--- config.mk ---
export PLATFORM = sky130hd
export DESIGN_NAME = dldo_loop_ctrl
export DESIGN_NICKNAME = d
export VERILOG_FILES = /design/src/rtl/dldo_ctrl_pkg.sv /design/src/rtl/dldo_err_classify.sv /design/src/rtl/dldo_loop_ctrl.sv
export SDC_FILE = /design/constraint.sdc
export NUM_CORES = 1
export LEC_CHECK = 0
export ABC_AREA = 1
export CAP_MARGIN = 5
export CORE_MARGIN = 2
export CORE_UTILIZATION = 49
export DETAILED_ROUTE_END_ITERATION = 12
export GPL_ROUTABILITY_DRIVEN = 1
export PLACE_DENSITY = 0.83
export RECOVER_POWER = 25
export SYNTH_ARGS = -nofsm -noshare
export SYNTH_HDL_FRONTEND = slang
export SYNTH_SLANG_ARGS = --single-unit
--- constraint.sdc ---
create_clock -name clk -period 1.5 [get_ports clk]
set_input_delay 0.15 -clock clk [delete_from_list [all_inputs] [get_ports clk]]
set_output_delay 0.15 -clock clk [all_outputs]
set_load 0.05 [all_outputs]
--- src/rtl/dldo_ctrl_pkg.sv ---
// Shared types and sizing helpers for the digital LDO loop controller.
// State encodings are visible on the debug port, so they are fixed here.
package dldo_ctrl_pkg;

  localparam int STATE_W = 32'sd3;

  typedef enum logic [STATE_W-1:0] {
    ST_IDLE     = 3'd0,
    ST_START    = 3'd1,
    ST_SAR_WAIT = 3'd2,
    ST_SETTLE   = 3'd3,
    ST_TRACK    = 3'd4,
    ST_LOCKED   = 3'd5
  } ctrl_state_e;

  // Signed error needs one extra bit so the full unsigned range never wraps.
  function automatic int err_width(input int width);
    return width + 32'sd1;
  endfunction

  function automatic int cnt_width(input int limit);
    return $clog2(limit) + 32'sd1;
  endfunction

endpackage

--- src/rtl/dldo_err_classify.sv ---
// Combinational error classifier: magnitude, sign and band flags of vin - vref.
// sign=1 means vin < vref (output below reference, more current needed).
module dldo_err_classify
  import dldo_ctrl_pkg::*;
#(
  parameter int WIDTH       = 8,
  parameter int LOCK_BAND   = 1,
  parameter int RETRIG_BAND = 7
) (
  input  logic [WIDTH-1:0] vin,
  input  logic [WIDTH-1:0] vref,
  output logic [WIDTH-1:0] abs_err,
  output logic             sign,
  output logic             in_band,
  output logic             retrig
);

  localparam int              EW          = err_width(WIDTH);
  localparam logic [WIDTH-1:0] LOCK_BAND_W = WIDTH'(LOCK_BAND);
  localparam logic [WIDTH-1:0] RETRIG_W    = WIDTH'(RETRIG_BAND);

  logic [EW-1:0] err_s;

  // Negating the low WIDTH bits is exact because |err| never exceeds 2^WIDTH-1.
  always_comb begin
    err_s = {1'b0, vin} - {1'b0, vref};
    sign  = err_s[EW-1];
    if (sign) begin
      abs_err = ~err_s[WIDTH-1:0] + WIDTH'(1);
    end else begin
      abs_err = err_s[WIDTH-1:0];
    end
    in_band = (abs_err <= LOCK_BAND_W);
    retrig  = (abs_err >= RETRIG_W);
  end

endmodule

--- src/rtl/dldo_loop_ctrl.sv ---
// Digital LDO loop sequencer: SAR coarse search, counter fine trim, lock detect
// and SAR watchdog. Every output is taken straight from a flop.
module dldo_loop_ctrl
  import dldo_ctrl_pkg::*;
#(
  parameter int WIDTH         = 8,
  parameter int SETTLE_CYCLES = 2,
  parameter int LOCK_BAND     = 1,
  parameter int RETRIG_BAND   = 7,
  parameter int LOCK_COUNT    = 4,
  parameter int SAR_TIMEOUT   = 32
) (
  input  logic             clk,
  input  logic             rst_n,
  input  logic             en,
  input  logic [WIDTH-1:0] vin,
  input  logic [WIDTH-1:0] vref,
  input  logic             sar_done,
  output logic             sar_start,
  output logic             sar_abort,
  output logic             cnt_up,
  output logic             cnt_dn,
  output logic             locked,
  output logic             fault,
  output logic [2:0]       state
);

  localparam int SW = cnt_width(SETTLE_CYCLES);
  localparam int WW = cnt_width(SAR_TIMEOUT);
  localparam int IW = cnt_width(LOCK_COUNT);

  localparam logic [SW-1:0] SETTLE_LAST = SW'(SETTLE_CYCLES - 1);
  localparam logic [WW-1:0] WD_LAST     = WW'(SAR_TIMEOUT - 1);
  localparam logic [IW-1:0] IB_LAST     = IW'(LOCK_COUNT - 1);

  ctrl_state_e   state_r, state_s;
  logic [SW-1:0] settle_r, settle_s;
  logic [WW-1:0] wd_r, wd_s;
  logic [IW-1:0] ib_r, ib_s;
  logic          en_prev_r;
  logic          fault_r, fault_s;
  logic          sar_start_r, sar_abort_r, cnt_up_r, cnt_dn_r, locked_r;
  logic          start_s, abort_s, up_s, dn_s, locked_s;

  logic [WIDTH-1:0] abs_err;
  logic             sign, in_band, retrig;

  dldo_err_classify #(
    .WIDTH       (WIDTH),
    .LOCK_BAND   (LOCK_BAND),
    .RETRIG_BAND (RETRIG_BAND)
  ) u_classify (
    .vin     (vin),
    .vref    (vref),
    .abs_err (abs_err),
    .sign    (sign),
    .in_band (in_band),
    .retrig  (retrig)
  );

  // Next-state, counter and pulse decode; en=0 overrides every state.
  always_comb begin
    state_s  = state_r;
    settle_s = settle_r;
    wd_s     = wd_r;
    ib_s     = ib_r;
    abort_s  = 1'b0;
    up_s     = 1'b0;
    dn_s     = 1'b0;
    if (en_prev_r && !en) begin
      fault_s = 1'b0;
    end else begin
      fault_s = fault_r;
    end

    if (!en) begin
      state_s  = ST_IDLE;
      settle_s = '0;
      wd_s     = '0;
      ib_s     = '0;
      abort_s  = (state_r == ST_SAR_WAIT);
    end else begin
      case (state_r)
        ST_IDLE: begin
          settle_s = '0;
          wd_s     = '0;
          ib_s     = '0;
          if (fault_r) begin
            state_s = ST_IDLE;
          end else begin
            state_s = ST_START;
          end
        end
        ST_START: begin
          wd_s    = '0;
          state_s = ST_SAR_WAIT;
        end
        ST_SAR_WAIT: begin
          // A completion on the expiry cycle still counts as success.
          if (sar_done) begin
            state_s  = ST_SETTLE;
            settle_s = '0;
            wd_s     = '0;
          end else if (wd_r == WD_LAST) begin
            state_s = ST_IDLE;
            wd_s    = '0;
            abort_s = 1'b1;
            fault_s = 1'b1;
          end else begin
            wd_s = wd_r + WW'(1);
          end
        end
        ST_SETTLE: begin
          if (settle_r == SETTLE_LAST) begin
            state_s  = ST_TRACK;
            settle_s = '0;
          end else begin
            settle_s = settle_r + SW'(1);
          end
        end
        ST_TRACK: begin
          if (retrig) begin
            state_s = ST_START;
            ib_s    = '0;
          end else if (in_band) begin
            ib_s = ib_r + IW'(1);
            if (ib_r >= IB_LAST) begin
              state_s = ST_LOCKED;
            end else begin
              state_s = ST_TRACK;
            end
          end else begin
            ib_s     = '0;
            settle_s = '0;
            state_s  = ST_SETTLE;
            up_s     = sign;
            dn_s     = !sign && (abs_err != '0);
          end
        end
        ST_LOCKED: begin
          if (retrig) begin
            state_s = ST_START;
            ib_s    = '0;
          end else if (!in_band) begin
            state_s = ST_TRACK;
            ib_s    = '0;
          end else begin
            state_s = ST_LOCKED;
          end
        end
        default: begin
          state_s  = ST_IDLE;
          settle_s = '0;
          wd_s     = '0;
          ib_s     = '0;
        end
      endcase
    end

    start_s  = (state_s == ST_START);
    locked_s = (state_s == ST_LOCKED);
  end

  // State, counters and registered outputs.
  always_ff @(posedge clk or negedge rst_n) begin
    if (!rst_n) begin
      state_r     <= ST_IDLE;
      settle_r    <= '0;
      wd_r        <= '0;
      ib_r        <= '0;
      en_prev_r   <= 1'b0;
      fault_r     <= 1'b0;
      sar_start_r <= 1'b0;
      sar_abort_r <= 1'b0;
      cnt_up_r    <= 1'b0;
      cnt_dn_r    <= 1'b0;
      locked_r    <= 1'b0;
    end else begin
      state_r     <= state_s;
      settle_r    <= settle_s;
      wd_r        <= wd_s;
      ib_r        <= ib_s;
      en_prev_r   <= en;
      fault_r     <= fault_s;
      sar_start_r <= start_s;
      sar_abort_r <= abort_s;
      cnt_up_r    <= up_s;
      cnt_dn_r    <= dn_s;
      locked_r    <= locked_s;
    end
  end

  assign sar_start = sar_start_r;
  assign sar_abort = sar_abort_r;
  assign cnt_up    = cnt_up_r;
  assign cnt_dn    = cnt_dn_r;
  assign locked    = locked_r;
  assign fault     = fault_r;
  assign state     = state_r;

endmodule

==> reports/metrics.cfg, run 1 <==
[run_status]
status = complete, but fails checks
violations = setup timing

[routing]
totalWireLength_um = 4860
ant_nets = 0
dr.pass1.iters = 4
wl_per_cell_um = 12.1
dr.first_iter.drc_count = 103
vias = 2025
vias_per_cell = 5.06
drc = 0

[clock_network]
cts.sinks = 21
clock_path_buffers = 2
cts-root-buf = clkbuf_8
postCtsHoldBufs = 0
cts_buffers = 3
h-tree-depth = 1
clock_latency_ns = 0.26
cts_tree = done
path_clk_slew_ns = 0.08

[placement]
place_ws_ns = -1.58
numPortBuffers = 28
place_area_um2 = 2550
dp_hpwl_um = 3420
gp_congestion = 0.958

[critical_path]
crit_type = in -> reg
crit_path_start_kind = input pin
critical-path-top-delay-family = buffers and inverters
cpMaxStageDelayCell = clkdlybuf4s50_1
cp_data_required_time_ns = 1.69
end_kind = flop
crit_path_max_fanout = 4
crit_arrival_ns = 2.53
path_buf_inv = 7
cpPeakStageDelay_ns = 0.45
worstPathCellList = clkdlybuf4s50_1 > inv_1 > ha_1 > nand2_2 > buf_4 > o211ai_4 > buf_6 > nand2_1 > o21ai_1 > nand2_1 > nand2_1 > inv_1 > nor2_4 > nand2_4 > inv_2 > nand2_2 > o211ai_4 > inv_2 > nor2_2
cpMostUsedCell = nand2_1

[synthesis]
synth_edf_count = 0
syn-num-nets = 308
syn_inst = 274
yosysWarnings = 0
yosysUniqueCellTypes = 32
synth_flop_cell = dfrtp_1
ys_ff_latch = 21
avgSynthCellArea_um2 = 6.94
syn_area_um2 = 1900
synth-seq-area-share_pct = 27.6
async_flop_share_pct = 100

[timing]
fin_tns_setup_ns = -8.89
fin_skew_ns = 0.00370
tightest_slew_ns = 0.528
fin_ws_ns = -0.836
drv_slew = 0
max_slew_margin_pct = 64.8
period_share_pct = 156
rsz0062_at_grt = true
finalHoldViolations = 0
setup_viol = 12
hold_slack_ns = 0.392
period_minus_slack_ns = 2.34
max_freq_mhz = 428

[finish]
nets = 387
diodes = 0
final_area_um2 = 2920
drive_above_1_share_pct = 43.2
syn_to_final_growth_pct = 53.5

[die]
row_count = 22
core-area_um2 = 3690
die_h_um = 66.3
die_area_um2 = 4390
die_width_um = 66.3
start_util_pct = 51.5
pin_count = 29

[pwr]
vdd.ir_drop.worst_mv = 0.465
total_power_mw = 2.40
power.density_nw_per_um2 = 824
p_leak_nw = 1.44

[worst_hold_path]
min_path_type = in -> async

[grt]
antenna_found_initial = 0
grt_max_degree = 22
grt.overflow.total = 0
grt_pass1_vias = 2012
grt_pass1_wl_um = 8140
track_usage_pct = 23.7

[flow_run]
drv_cap = 0

-- power by group --
group / leakage, nW / internal [mW] / switching [mW]
combinational: 1.13 / 0.564 / 0.804
sequential: 0.283 / 0.615 / 0.0477
clock: 0.0228 / 0.189 / 0.184
total: 1.44 / 1.37 / 1.04
-- cells in the mapped netlist (5+ instances only) --
cell	count	area share, %
dfrtp_1	21	28
nor2_1	26	5.1
ha_1	13	8.6
a21oi_1	10	2.6
nand2_1	70	14
inv_1	46	9.1
nand3_2	5	2.6
nor3_1	5	1.3
inv_2	5	0.99
nand2_2	12	3.9
nand3_1	19	5.0
-- worst reg2reg max path, cell delays in order, from the launching register on --
cell      delay (ns)
dfrtp_1         0.35
ha_1            0.17
nand2_1         0.05
nor2_1          0.10
inv_1           0.08
nor2_2          0.09
nand2_1         0.11
a211oi_1        0.30
nand2_1         0.11
inv_2           0.07
nand3_2         0.09
nor2_1          0.11
-- worst paths after layout --
path | from | to | slack (ns) | cells after the start
hold reg to reg | settle_r[1] | settle_r[1] | 0.50 | 1
hold / removal | rst_n | ib_r[1] | 0.39 | 2
max in group asynchronous | rst_n | state[0] | 0.73 | 2
setup / recovery | vref[6] | state[2] | -0.84 | 19
min in group clk | settle_r[1] | settle_r[1] | 0.50 | 1
setup reg to reg | wd_r[0] | sar_start | -0.22 | 11
-- through the flow --
step | instances | util (%)
2_1_floorplan | 274 | -
4_1_cts | 398 | 76.6
5_1_grt | 400 | 79.1
3_3_place_gp | 387 | 69.2
3_5_place_dp | 387 | 69.2
6_report | 400 | 79.1
-- layout make-up --
class | instances | area, um^2
Multi-Input combinational cell | 201 | 1450
Clock buffer | 4 | 45.0
Timing Repair Buffer | 75 | 629
Fill cell | 252 | 771
Inverter | 51 | 206
Sequential cell | 21 | 529
Tap cell | 48 | 60.1
-- kinds of logic (layout without fill, tap and decap cells) --
group	after synthesis	count (layout)	synth area share [%]
AND/OR/NAND/NOR	153	153	39.3
buffers and inverters	52	130	10.7
AO/OA/AOI/OAI	30	30	10.9
flip-flops	21	21	27.6
adder cells (fa/ha/maj)	14	14	9.61
XOR/XNOR	4	4	1.84
-- cells in the final DEF, fill, tap and decap left out, drive strengths merged, types with 3 or more instances in the layout --
cell	count
nor2	30
inv	51
buf	57
dfrtp	21
xor2	4
nand3	25
ha	13
nand4	4
nand2	83
o21ai	9
clkdlybuf4s50	11
nand3b	3
dlygate4sd2	5
clkbuf	5
nor3	6
a21oi	14
-- repair_timing --
item / 4_1_cts / 5_1_grt
gates resized for setup: 54 / 21
setup endpoints to repair: 16 / 17
pin swaps: 30 / 6
setup buffers: 7 / 2
-- sequential cells by signal, indices dropped and copies added (netlist names) --
register,flops
cnt_dn,1
cnt_up,1
en_prev_r,1
fault,1
ib_r,3
locked,1
sar_abort,1
sar_start,1
settle_r,2
state,3
wd_r,6
-- metal layers --
layer	GRT usage, %	up-vias	wire, um
li1	-	1030	-
met1	24.7	935	1910
met2	46.9	48	2670
met3	2.39	12	161
met4	10.5	0	114
met5	0	-	0
Power figures use the tool's default switching activity.
==> run 2, diff against run 1 <==
- CORE_UTILIZATION: 49 -> 29
- PLACE_DENSITY: 0.83 -> 0.57
==> run 2 against run 1 <==
Against the previous run: the run still ends with setup timing left; register-to-register slack hardly changed; final area up 4.6%; first-iteration DRC count shrank 83%; global-route usage is 11 points lower; via count down 3.2%; clock-buffer cell count unchanged; utilization decreased by 31 points; flip-flop and latch count unchanged; sequential share of layout area decreased by 0.80 points; sequential power is essentially flat; critical path type unchanged; highest routed layer unchanged; maximum frequency is 0.48% lower.
==> reports/metrics.cfg, run 2 (synthesis results as in run 1) <==
[clock_network]
postCtsHoldBufs = 0  ; unchanged
clock_path_buffers = 2  ; unchanged
h-tree-depth = 1  ; unchanged
cts_tree = done  ; unchanged
path_clk_slew_ns = 0.07  ; was 0.08 ns
cts_buffers = 3  ; unchanged
clock_latency_ns = 0.26  ; about the same
cts-root-buf = clkbuf_8  ; unchanged
cts.sinks = 21  ; unchanged

[critical_path]
crit_arrival_ns = 2.50  ; was 2.53 ns
cpPeakStageDelay_ns = 0.56  ; was 0.45 ns
cpMaxStageDelayCell = fa_1  ; was clkdlybuf4s50_1
end_kind = flop  ; unchanged
crit_path_start_kind = input pin  ; unchanged
crit_type = in -> reg  ; unchanged
r2r_cells = 11  ; unchanged
r2r_end = locked  ; was sar_start
rrSetupSlack_ns = -0.23  ; was -0.22 ns
worstPathCellList = buf_8 > inv_12 > ha_4 > inv_4 > fa_1 > inv_2 > ha_4 > inv_2 > nor2_4 > nand3_4 > buf_4 > nand2_1 > nand2_1 > nand2_2 > nor2_4 > nand2_2 > nor2_4 > nand3_2 > nand2_1 > nand3_2 > o21a_1  ; was clkdlybuf4s50_1 > inv_1 > ha_1 > nand2_2 > buf_4 > o211ai_4 > buf_6 > nand2_1 > o21ai_1 > nand2_1 > nand2_1 > inv_1 > nor2_4 > nand2_4 > inv_2 > nand2_2 > o211ai_4 > inv_2 > nor2_2
crit_path_max_fanout = 6  ; was 4
cp_data_required_time_ns = 1.65  ; was 1.69 ns
reg2reg_from = wd_r[0]  ; unchanged

[routing]
dr.pass1.iters = 6  ; was 4
wl_per_cell_um = 10.0  ; was 12.1 um
totalWireLength_um = 4400  ; was 4860 um
ant_nets = 0  ; unchanged
vias_per_cell = 4.45  ; was 5.06
vias = 1960  ; was 2,025
dr.first_iter.drc_count = 18  ; was 103
drc = 0  ; unchanged

[pwr]
power.density_nw_per_um2 = 817  ; was 824 nW/um^2
p_leak_nw = 1.51  ; was 1.44 nW
total_power_mw = 2.49  ; was 2.40 mW
vdd.ir_drop.worst_mv = 0.673  ; was 0.465 mV

[run_status]
status = complete, but fails checks  ; unchanged
violations = setup timing  ; unchanged

[grt]
grt_max_degree = 22  ; unchanged
grt_pass1_vias = 1881  ; was 2,012
grt.overflow.total = 0  ; unchanged
track_usage_pct = 12.5  ; was 23.7%
grt_pass1_wl_um = 7720  ; was 8140 um
antenna_found_initial = 0  ; unchanged

[timing]
hold_slack_ns = 0.397  ; was 0.392 ns
max_freq_mhz = 426  ; was 428 MHz
period_minus_slack_ns = 2.35  ; was 2.34 ns
fin_skew_ns = 0.00590  ; was 0.00370 ns
setup_viol = 12  ; unchanged
tightest_slew_ns = 0.518  ; was 0.528 ns
rsz0062_at_grt = true  ; unchanged
period_share_pct = 156  ; about the same
drv_slew = 0  ; unchanged
max_slew_margin_pct = 65.5  ; was 64.8%
finalHoldViolations = 0  ; unchanged
fin_ws_ns = -0.847  ; was -0.836 ns

[finish]
n_fill_cell = 621  ; was 252
layout.cells.most_common_list = 64 x nand2_1, 60 x buf_4, 35 x inv_1  ; was 62 x nand2_1, 50 x buf_4, 36 x inv_1
drive_above_1_share_pct = 43.8  ; was 43.2%
utilization_pct = 48.1  ; was 79.1%
multiInputGateArea_um2 = 1460  ; was 1450 um^2
final_common_cell = nand2_1  ; unchanged
top_register = wd_r  ; unchanged
largest_reg_flops = 6  ; unchanged
diodes = 0  ; unchanged
final_area_um2 = 3050  ; was 2920 um^2
nets = 398  ; was 387
syn_to_final_growth_pct = 60.6  ; was 53.5%
seqCellArea_um2 = 529  ; unchanged

[flow_run]
drv_cap = 0  ; unchanged

[die]
die_area_um2 = 7220  ; was 4390 um^2
start_util_pct = 29.9  ; was 51.5%
die_width_um = 85.0  ; was 66.3 um
pin_count = 29  ; unchanged
row_count = 29  ; was 22
core-area_um2 = 6350  ; was 3690 um^2
die_h_um = 85.0  ; was 66.3 um

[placement]
dp_hpwl_um = 3440  ; was 3420 um
numPortBuffers = 28  ; unchanged
gp_congestion = 0.821  ; was 0.958
place_area_um2 = 2650  ; was 2550 um^2
place_ws_ns = -1.60  ; was -1.58 ns

[worst_hold_path]
min_path_type = in -> async  ; unchanged

## run 2: critical path, delay by kind of cell
kind / cells / cell delay (ns)
AO/OA/AOI/OAI: 1 / 0.16
buffers and inverters: 6 / 0.42
adder cells (fa/ha/maj): 3 / 0.84
AND/OR/NAND/NOR: 11 / 0.93
## run 2: worst max-delay path by stage
stage                 from          end  slack (ns)  cells past startpoint
finish              vin[0]  settle_r[1]       -0.85                     21
floorplan           vin[0]  settle_r[1]       -0.86                     20
detailed placement  vin[0]  settle_r[1]       -1.60                     21
global route        vin[0]  settle_r[1]       -0.98                     21
CTS                 vin[0]  settle_r[1]       -0.78                     21
global placement    vin[0]       locked       -1.52                     22
## run 2: cell type report
type	count	share of cell area (%)
Timing Repair Buffer	86	23.3
Sequential cell	21	17.3
Tap cell	77	3.16
Clock buffer	4	1.48
Multi-Input combinational cell	201	47.8
Inverter	51	6.93
## run 2: repair_timing
item | 4_1_cts | 5_1_grt
gates cloned | 0 | 1
resized for setup | 42 | 35
pin swaps | 27 | 20
buffers inserted | 6 | 5
endpoints found under the setup margin | 15 | 17
## run 2: through the flow
step	setup TNS [ns]	instances
2_1_floorplan	-9.63	274
3_3_place_gp	-17.57	424
3_5_place_dp	-18.40	424
4_1_cts	-8.74	434
5_1_grt	-11.30	440
6_report	-9.49	440
## run 2: where the power goes
| part | switching, mW | internal, mW |
|---|---|---|
| sequential | 0.0464 | 0.616 |
| combinational | 0.819 | 0.655 |
| clock | 0.168 | 0.189 |
## run 2: per-layer routing
layer / GRT usage, % / share of wire [%]
met1: 15.1 / 44
met2: 23.0 / 51
met3: 1.17 / 3.2
met4: 4.47 / 2.0
met5: 0 / 0
